**config.mk**
```make
export PLATFORM = sky130hd
export DESIGN_NAME = app_div_9bit
export DESIGN_NICKNAME = d
export VERILOG_FILES = /design/src/rtl/app_div_9bit.sv
export SDC_FILE = /design/constraint.sdc
export NUM_CORES = 1
export LEC_CHECK = 0
export ABC_AREA = 1
export CAP_MARGIN = 20
export CORE_MARGIN = 8
export CORE_UTILIZATION = 40
export CTS_BUF_LIST = sky130_fd_sc_hd__clkbuf_8
export CTS_CLUSTER_SIZE = 14
export DETAILED_ROUTE_END_ITERATION = 12
export PLACE_DENSITY = 0.69
export SETUP_SLACK_MARGIN = 0.5
export SLEW_MARGIN = 20
export SYNTH_ARGS = -nofsm -noshare
export SYNTH_HDL_FRONTEND = slang
export SYNTH_SLANG_ARGS = --single-unit
```
**constraint.sdc**
```tcl
create_clock -name clk -period 3.6 [get_ports clk]
set_input_delay 0.72 -clock clk [delete_from_list [all_inputs] [get_ports clk]]
set_output_delay 0.72 -clock clk [all_outputs]
set_load 0.005 [all_outputs]
```
**src/rtl/app_div_9bit.sv**
```systemverilog
// Two-stage pipelined approximate unsigned divider (Mitchell log subtraction).
// Produces q ~= a/b in Q9.8 with a valid/ready handshake on both sides.
module app_div_9bit #(
    parameter int          FRAC_W  = 8,
    parameter logic [16:0] SAT_VAL = 17'h1FFFF
) (
    input  logic        clk,
    input  logic        rst_n,
    input  logic        in_valid,
    output logic        in_ready,
    input  logic [8:0]  a,
    input  logic [8:0]  b,
    output logic        out_valid,
    input  logic        out_ready,
    output logic [16:0] q,
    output logic        dz
);

    localparam int DATA_W = FRAC_W + 1;
    localparam int Q_W    = DATA_W + FRAC_W;

    function automatic logic [3:0] lead_idx(input logic [DATA_W-1:0] x);
        logic [3:0] k;
        k = '0;
        for (int i = 0; i < DATA_W; i++) begin
            if (x[i]) k = 4'(i);
        end
        return k;
    endfunction

    // Bits below the leading one, left-aligned into the mantissa field.
    function automatic logic [FRAC_W-1:0] lead_frac(input logic [DATA_W-1:0] x,
                                                    input logic [3:0]        k);
        logic [DATA_W-1:0] sh;
        sh = x << (4'd8 - k);
        return sh[FRAC_W-1:0];
    endfunction

    // Antilog shift with divide-by-zero saturation; returns {dz, q}.
    function automatic logic [Q_W:0] shift_sat(input logic [DATA_W-1:0] m,
                                               input logic signed [4:0] e,
                                               input logic              za,
                                               input logic              zb);
        logic [Q_W-1:0] mx;
        logic [4:0]     ne;
        logic [Q_W:0]   r;
        mx = {{(Q_W-DATA_W){1'b0}}, m};
        ne = 5'(-e);
        if (zb)
            r = {1'b1, SAT_VAL};
        else if (za)
            r = '0;
        else if (e >= 0)
            r = {1'b0, mx << e[3:0]};
        else
            r = {1'b0, mx >> ne[3:0]};
        return r;
    endfunction

    logic [3:0]              ka, kb;
    logic [FRAC_W-1:0]       fa, fb;
    logic [DATA_W-1:0]       fdiff;
    logic                    borrow;
    logic [DATA_W-1:0]       m_c;
    logic signed [4:0]       e_c;
    logic [Q_W:0]            res_c;

    logic [DATA_W-1:0]       m_p1;
    logic signed [4:0]       e_p1;
    logic                    za_p1, zb_p1, vld_p1;
    logic [Q_W-1:0]          q_p2;
    logic                    dz_p2, vld_p2;

    logic                    adv2, in_xfer;

    always_comb begin
        ka     = lead_idx(a);
        kb     = lead_idx(b);
        fa     = lead_frac(a, ka);
        fb     = lead_frac(b, kb);
        fdiff  = {1'b0, fa} - {1'b0, fb};
        borrow = (fa < fb);
        // On borrow the 9-bit wrap of fa-fb already equals 512+fa-fb.
        m_c    = borrow ? fdiff : {1'b1, fdiff[FRAC_W-1:0]};
        e_c    = $signed({1'b0, ka}) - $signed({1'b0, kb}) - $signed({4'b0, borrow});
    end

    assign res_c = shift_sat(m_p1, e_p1, za_p1, zb_p1);

    assign adv2      = vld_p1 && (!vld_p2 || out_ready);
    assign in_ready  = !vld_p1 || adv2;
    assign in_xfer   = in_valid && in_ready;
    assign out_valid = vld_p2;
    assign q         = q_p2;
    assign dz        = dz_p2;

    always_ff @(posedge clk or negedge rst_n) begin
        if (!rst_n) begin
            m_p1   <= '0;
            e_p1   <= '0;
            za_p1  <= 1'b0;
            zb_p1  <= 1'b0;
            vld_p1 <= 1'b0;
            q_p2   <= '0;
            dz_p2  <= 1'b0;
            vld_p2 <= 1'b0;
        end else begin
            // stage 1: log-domain subtraction
            if (in_xfer) begin
                m_p1   <= m_c;
                e_p1   <= e_c;
                za_p1  <= (a == '0);
                zb_p1  <= (b == '0);
                vld_p1 <= 1'b1;
            end else if (adv2) begin
                vld_p1 <= 1'b0;
            end
            // stage 2: antilog shift and zero handling
            if (adv2) begin
                q_p2   <= res_c[Q_W-1:0];
                dz_p2  <= res_c[Q_W];
                vld_p2 <= 1'b1;
            end else if (out_ready) begin
                vld_p2 <= 1'b0;
            end
        end
    end

endmodule

```
Word level (Yosys, flattened, before mapping)
Index checks and enable logic that the tools add are counted.
{"block": "op_classes", "order_cmp": 2, "n_mux": 24, "n_shift": 4, "n_addsub": 6, "n_reduce_logical": 10}
{"op": "$mux W4", "n": 13}
{"op": "$mux W17", "n": 2}
{"op": "$logic_not A9 Y1", "n": 2}
{"op": "$mux W18", "n": 1}
{"op": "$shl A9 B4 Y8", "n": 2}
{"op": "$shl A9 B4 Y17", "n": 1}
{"op": "$shr A9 B4 Y17", "n": 1}
{"op": "$mux W9", "n": 1}
{"op": "$sub A8 B8 Y9", "n": 1}
{"op": "$lt A8 B8 Y1", "n": 1}
{"op": "$sub A4 B4 Y4 const A", "n": 2}
{"op": "$mux W1", "n": 6}
{"op": "$ge A5 B1 Y1 const B", "n": 1}
{"op": "$sub A4 B4 Y5", "n": 1}
{"op": "$sub A5 B2 Y5", "n": 1}
{"op": "$neg A4 Y4", "n": 1}
{"op": "$reduce_bool A2 Y1", "n": 2}
{"op": "$logic_and A1 B1 Y1", "n": 2}
{"op": "$logic_not A1 Y1", "n": 2}
{"op": "$logic_or A1 B1 Y1", "n": 2}
{"op": "$mux W2", "n": 1}
{"block": "totals", "word_cells": 54, "ff_bits": 36, "in_bits": 22, "out_inout_bits": 20}

Logic depth before layout (Yosys ltp)
{"block": "depth", "depth_word": 12, "ltp_mapped": 30, "mapped_depth_nobuf": 29}

Worst setup path before layout
OpenSTA, ideal clock, no wires.
{"block": "synth_path", "kind": "input to register", "startpoint": "input b[2]", "endpoint": "register e_p1[4]", "stages": 26, "slack_ns": -0.728, "required_time_ns": 3.472, "setup_time_ns": 0.128, "n_path_buf": 0, "arrival_time_ns": 4.200, "path_cell_list": "inv_1 nand2_1 nand2_1 nand2_1 nand2_1 nand2_2 nand2_1 inv_1 ha_1 xnor2_2 nand2_1 inv_1 nand3_1 ha_1 a21oi_1 nand2_1 nand3_1 nand3_1 nand2_1 nand2_1 fa_1 fa_1 o21a_1 nor2_1 xnor2_1 o21ai_0"}
{"block": "synth_between", "elab_chain_len": 11, "word_cells_on_any_way": 12, "cone_classes": "add/sub: 3; order compare: 1; shift: 1; mux: 7"}
{"item": "start: declaration", "line_no": "12", "rtl": "input logic [8:0] b,"}
{"item": "$mux W4 (7 in a row)", "line_no": "26", "rtl": "if (x[i]) k = 4'(i);"}
{"item": "$sub A4 B4 Y4", "line_no": "35", "rtl": "sh = x << (4'd8 - k);"}
{"item": "$shl A9 B4 Y8", "line_no": "35"}
{"item": "$lt A8 B8 Y1", "line_no": "82", "rtl": "borrow = (fa < fb);"}
{"item": "$sub A5 B2 Y5 *", "line_no": "85", "rtl": "e_c = $signed({1'b0, ka}) - $signed({1'b0, kb}) - $signed({4'b0, borrow});"}
{"item": "end signal: assignment", "line_no": "100", "rtl": "e_p1 <= '0;"}
{"item": "end signal: assignment", "line_no": "111", "rtl": "e_p1 <= e_c;"}
{"item": "end: declaration", "line_no": "69", "rtl": "logic signed [4:0] e_p1;"}
Every way passes the cells marked *; elsewhere a longest branch is shown, timed or not.
A chain may end at the register's enable or synchronous reset.

Worst setup path in the final report
{"block": "layout_path", "startpoint": "input a[8]", "endpoint": "register e_p1[4]"}
{"block": "layout_between", "elab_chain_len": 5, "word_cells_on_any_way": 6, "cone_classes": "add/sub: 3; order compare: 1; shift: 1; mux: 1"}
{"item": "start: declaration", "line_no": "11", "rtl": "input logic [8:0] a,"}
{"item": "$mux W4", "line_no": "26"}
{"item": "$sub A4 B4 Y4", "line_no": "35"}
{"item": "$shl A9 B4 Y8", "line_no": "35"}
{"item": "$lt A8 B8 Y1", "line_no": "82"}
{"item": "$sub A5 B2 Y5 *", "line_no": "85"}
Marks and branches as above.

==> results.md <==
## Status
• negative setup slack — violated checks
• finished with violations — status

## Die
• 8678 µm² — Placeable Area
• 42 — IO Count
• 110.1 µm — overall die width
• 34 — Placement Rows
• 40.84% — starting density of the core
• 12130 µm² — Die Outline Area
• 110.1 µm — floorplan die height

## Power and ir drop
• 642.3 nW/µm² — total power density per cell area
• 10.7% — part of the power in the clock network
• 2.707 nW — Static Leakage
• 67.6% — combinational power share
• 21.7% — sequential share of power
• 0.001579 W — Net Switching
• 0.003344 W — post-route total power
• 0.2452 mV — worst ir drop on vdd
• 47.22% — share of total power consumed by net switching
• 0.001765 W — P_int

## Run
• 0 — number of max-cap violations

## Routing
• 0 — antenna violation net count after detailed routing
• 5 — drt first pass iters
• 347 — violation count after the first detailed-route iteration
• 14.08 µm — average routed wire per standard cell
• 0 — drc violations
• 5.176 — average via count per standard cell
• 4229 — number of vias after detailed routing
• 11500 µm — final routed wirelength across all metal layers

## Placed design
• 41 — total of buffers placed on input and output ports
• 776 — total placed cells including tap cells
• 8386 µm — sum of net half-perimeters after detailed placement
• 0.9733 — routability-driven placement congestion ratio
• -1.142 ns — post-placement setup slack
• 4619 µm² — standard cell area after detailed placement

## Final layout
• 46.88% — Area Overhead vs Synth
• sky130_fd_sc_hd__nand2_1 (178), sky130_fd_sc_hd__buf_4 (102), sky130_fd_sc_hd__nand3_1 (67) — most used cells in the layout excluding fill and tap cells
• 794 — count of fill cells added during filler insertion
• 817 — count of non-filler cells in the finished layout
• 0 — count of inserted antenna diode cells
• 5206 µm² — Final Instance Area
• 30.89% — share of final-layout standard cells stronger than drive strength 1
• 748 — Layout Nets
• sky130_fd_sc_hd__nand2_1 — most frequent standard cell in the layout excluding fill and tap cells

## STA
• 108.8% — post-route clock period utilization
• 255.4 MHz — Max Clk Rate
• 0 — hold violation count in the final report
• 0.01132 ns — final setup skew
• yes — setup repair after global routing missed its margin
• 0 — final slew viol count
• -0.3156 ns — smallest setup slack after layout
• 61.76% — worst relative slew slack
• 3.916 ns — shortest period the worst path allows
• 6 — number of setup violations in the final report
• 0.5736 ns — transition at the pin with the smallest max-transition slack

## Setup path
• 9 — number of cells on the worst reg-to-reg path
• 3 — maximum net fanout on the critical path
• sky130_fd_sc_hd__fa_2 — standard cell with the maximum stage delay on the critical path
• clkdlybuf4s15_2 > nor2_2 > nand2_2 > nand2_4 > inv_4 > ha_4 > xnor2_4 > buf_6 > nand3_1 > nand2_1 > inv_2 > ha_4 > nand2_2 > nand2_2 > nand2_2 > nand3_2 > nand2_2 > nand2_2 > fa_2 > fa_2 > o21a_1 > nor2_1 > xnor2_1 > o21ai_1 — list of cells traversed by the critical path
• 0.38 ns — max incr delay on CP
• sky130_fd_sc_hd__nand2_2 — cell with the most instances on the worst path
• register — endpoint type of the worst setup path
• in2reg — worst setup path class
• 4.08 ns — arrival time reported for the critical path endpoint
• 3.76 ns — worst path required time
• input port — launching element type of the critical path

## Synthesis
• 3545 µm² — Post-Syn Area
• 36 — #FFs+latches synth
• 569 — gate count of the mapped netlist
• 39 — number of unique standard cell types used by synthesis
• 25.41% — post-synth top area share
• 6.230 µm² — mean instance size in the synthesized netlist
• 609 — synthesized netlist net count
• sky130_fd_sc_hd__dfrtp_1 (25%), sky130_fd_sc_hd__nand2_1 (21%), sky130_fd_sc_hd__nand3_1 (11%) — biggest area contributors in the synthesized netlist
• 0 — synthesis warning total
• 25.41% — share of the yosys chip area belonging to registers
• sky130_fd_sc_hd__dfrtp_1 — biggest area consumer among synthesized cells

## Hold path
• 2 — Hold Crit Depth
• reg2reg — kind of path behind the tightest hold check

## GRT
• 19140 µm — global-route wire length before repair
• 19.52% — Tot GR Track Use
• 0 — total gr overflow
• 4218 — vias in the first global route
• 0 — antenna violations before repair
• 37 — maximum number of pins on one net before global-route repair

## Clocking
• 36 — sink count of the clock tree
• 5 — number of buffers inserted during clock tree synthesis
• 0.08 ns — clock slew at the register clock pins of the worst setup and hold paths
• 0 — CTS Hold Buffers Added
• sky130_fd_sc_hd__clkbuf_8 — clock root buffer master
• 0.30 ns — later-pin clock latency in the skew report
• built — TritonCTS clock tree
• 2 — H-tree depth
• 2 — number of buffers between clock root and the deepest sink

## state kept, by name, indices dropped and copies added, names as in the netlist
register and flops:
zb_p1 1, m_p1 9, e_p1 5, q 17, dz 1, vld_p1 1
out_valid 1, za_p1 1
## final cells by class
class                           count  area [µm²]  area share, %
Multi-Input combinational cell    444        2581          49.58
Timing Repair Buffer              145        1170          22.47
Sequential cell                    36       900.9          17.30
Inverter                           76       311.5          5.984
Tap cell                          108       135.1          2.596
Clock buffer                        5       68.82          1.322
Clock inverter                      3       38.79         0.7450
## power by group through the flow
stage | logic, W | clock network, W | registers, W
floorplan | 0.00140 | 0 | 0.000670
global placement | 0.00195 | 0 | 0.000722
detailed placement | 0.00198 | 0 | 0.000729
CTS | 0.00215 | 0.000356 | 0.000722
global route | 0.00253 | 0.000379 | 0.000748
finish | 0.00226 | 0.000356 | 0.000726
## kinds of logic after synthesis
kind of cell | Yosys count | share of synthesized area, %
AOI/OAI and AO/OA | 75 | 12.39
xor gates and xnor gates | 10 | 3.953
adders and majority gates | 18 | 6.989
DFF | 36 | 25.41
and+or+nand+nor | 341 | 40.73
buffers and inverters | 89 | 10.52
## cell usage after synthesis (all sizes together)
cell and n:
nand2 205, nand3 80, inv 76, nor2 40
o21ai 37, dfrtp 36, a21oi 21, ha 15
buf 11, nand4 6, xnor2 6, nor3 5
o21a 4, xor2 4, fa 3, o211ai 3
a21boi 2, clkbuf 2, nand3b 2, o22ai 2
or2 2, a21o 1, a22o 1, a31oi 1
and2 1, o2111ai 1, o21bai 1, o31ai 1
## metal layers
layer,wire [µm],up-vias,global-route usage [%]
met2,5522,144,33.56
met5,0,-,0
met1,5028,1927,24.37
li1,-,2127,-
met3,608,31,3.256
met4,343,0,6.185
## stage by stage
| step | hold WS [ns] | util (%) | setup TNS (ns) |
|---|---|---|---|
| after floorplan | 0.4244 | - | -0.9426 |
| after global placement | 0.4804 | 53.23 | -4.168 |
| after detailed placement | 0.4832 | 53.23 | -4.855 |
| after CTS | 0.5017 | 58.74 | -0.5137 |
| after global routing | 0.5217 | 59.99 | -2.171 |
| final | 0.4979 | 59.99 | -1.168 |
## repair_timing
item / in CTS / in global routing
endpoints found under the setup margin: 12 / 8
buffers inserted: 29 / 4
pin swaps: 44 / 24
resized for setup: 99 / 29
## path summary, 6_finish.rpt
| check | from | endpoint | slack (ns) |
|---|---|---|---|
| worst max-delay path | a[8] | e_p1[4]$_DFFE_PN0P_ | -0.32 |
| worst min register to register | q[16]$_DFFE_PN0P_ | q[16]$_DFFE_PN0P_ | 0.50 |
| worst min-delay path | q[16]$_DFFE_PN0P_ | q[16]$_DFFE_PN0P_ | 0.50 |
| max in group asynchronous | rst_n | q[0]$_DFFE_PN0P_ | 2.43 |
| min in group asynchronous | rst_n | m_p1[1]$_DFFE_PN0P_ | 0.83 |
| worst max register to register | e_p1[1]$_DFFE_PN0P_ | q[1]$_DFFE_PN0P_ | 1.31 |
## worst max-delay path, delay by kind of cell
kind                     cells  cell delay, ns
AO/OA/AOI/OAI                2            0.26
XOR/XNOR                     2            0.38
adder cells (fa/ha/maj)      4            1.11
buffers and inverters        4            0.43
AND/OR/NAND/NOR             12            1.16
Note: power is estimated with default switching activity, not from simulation.
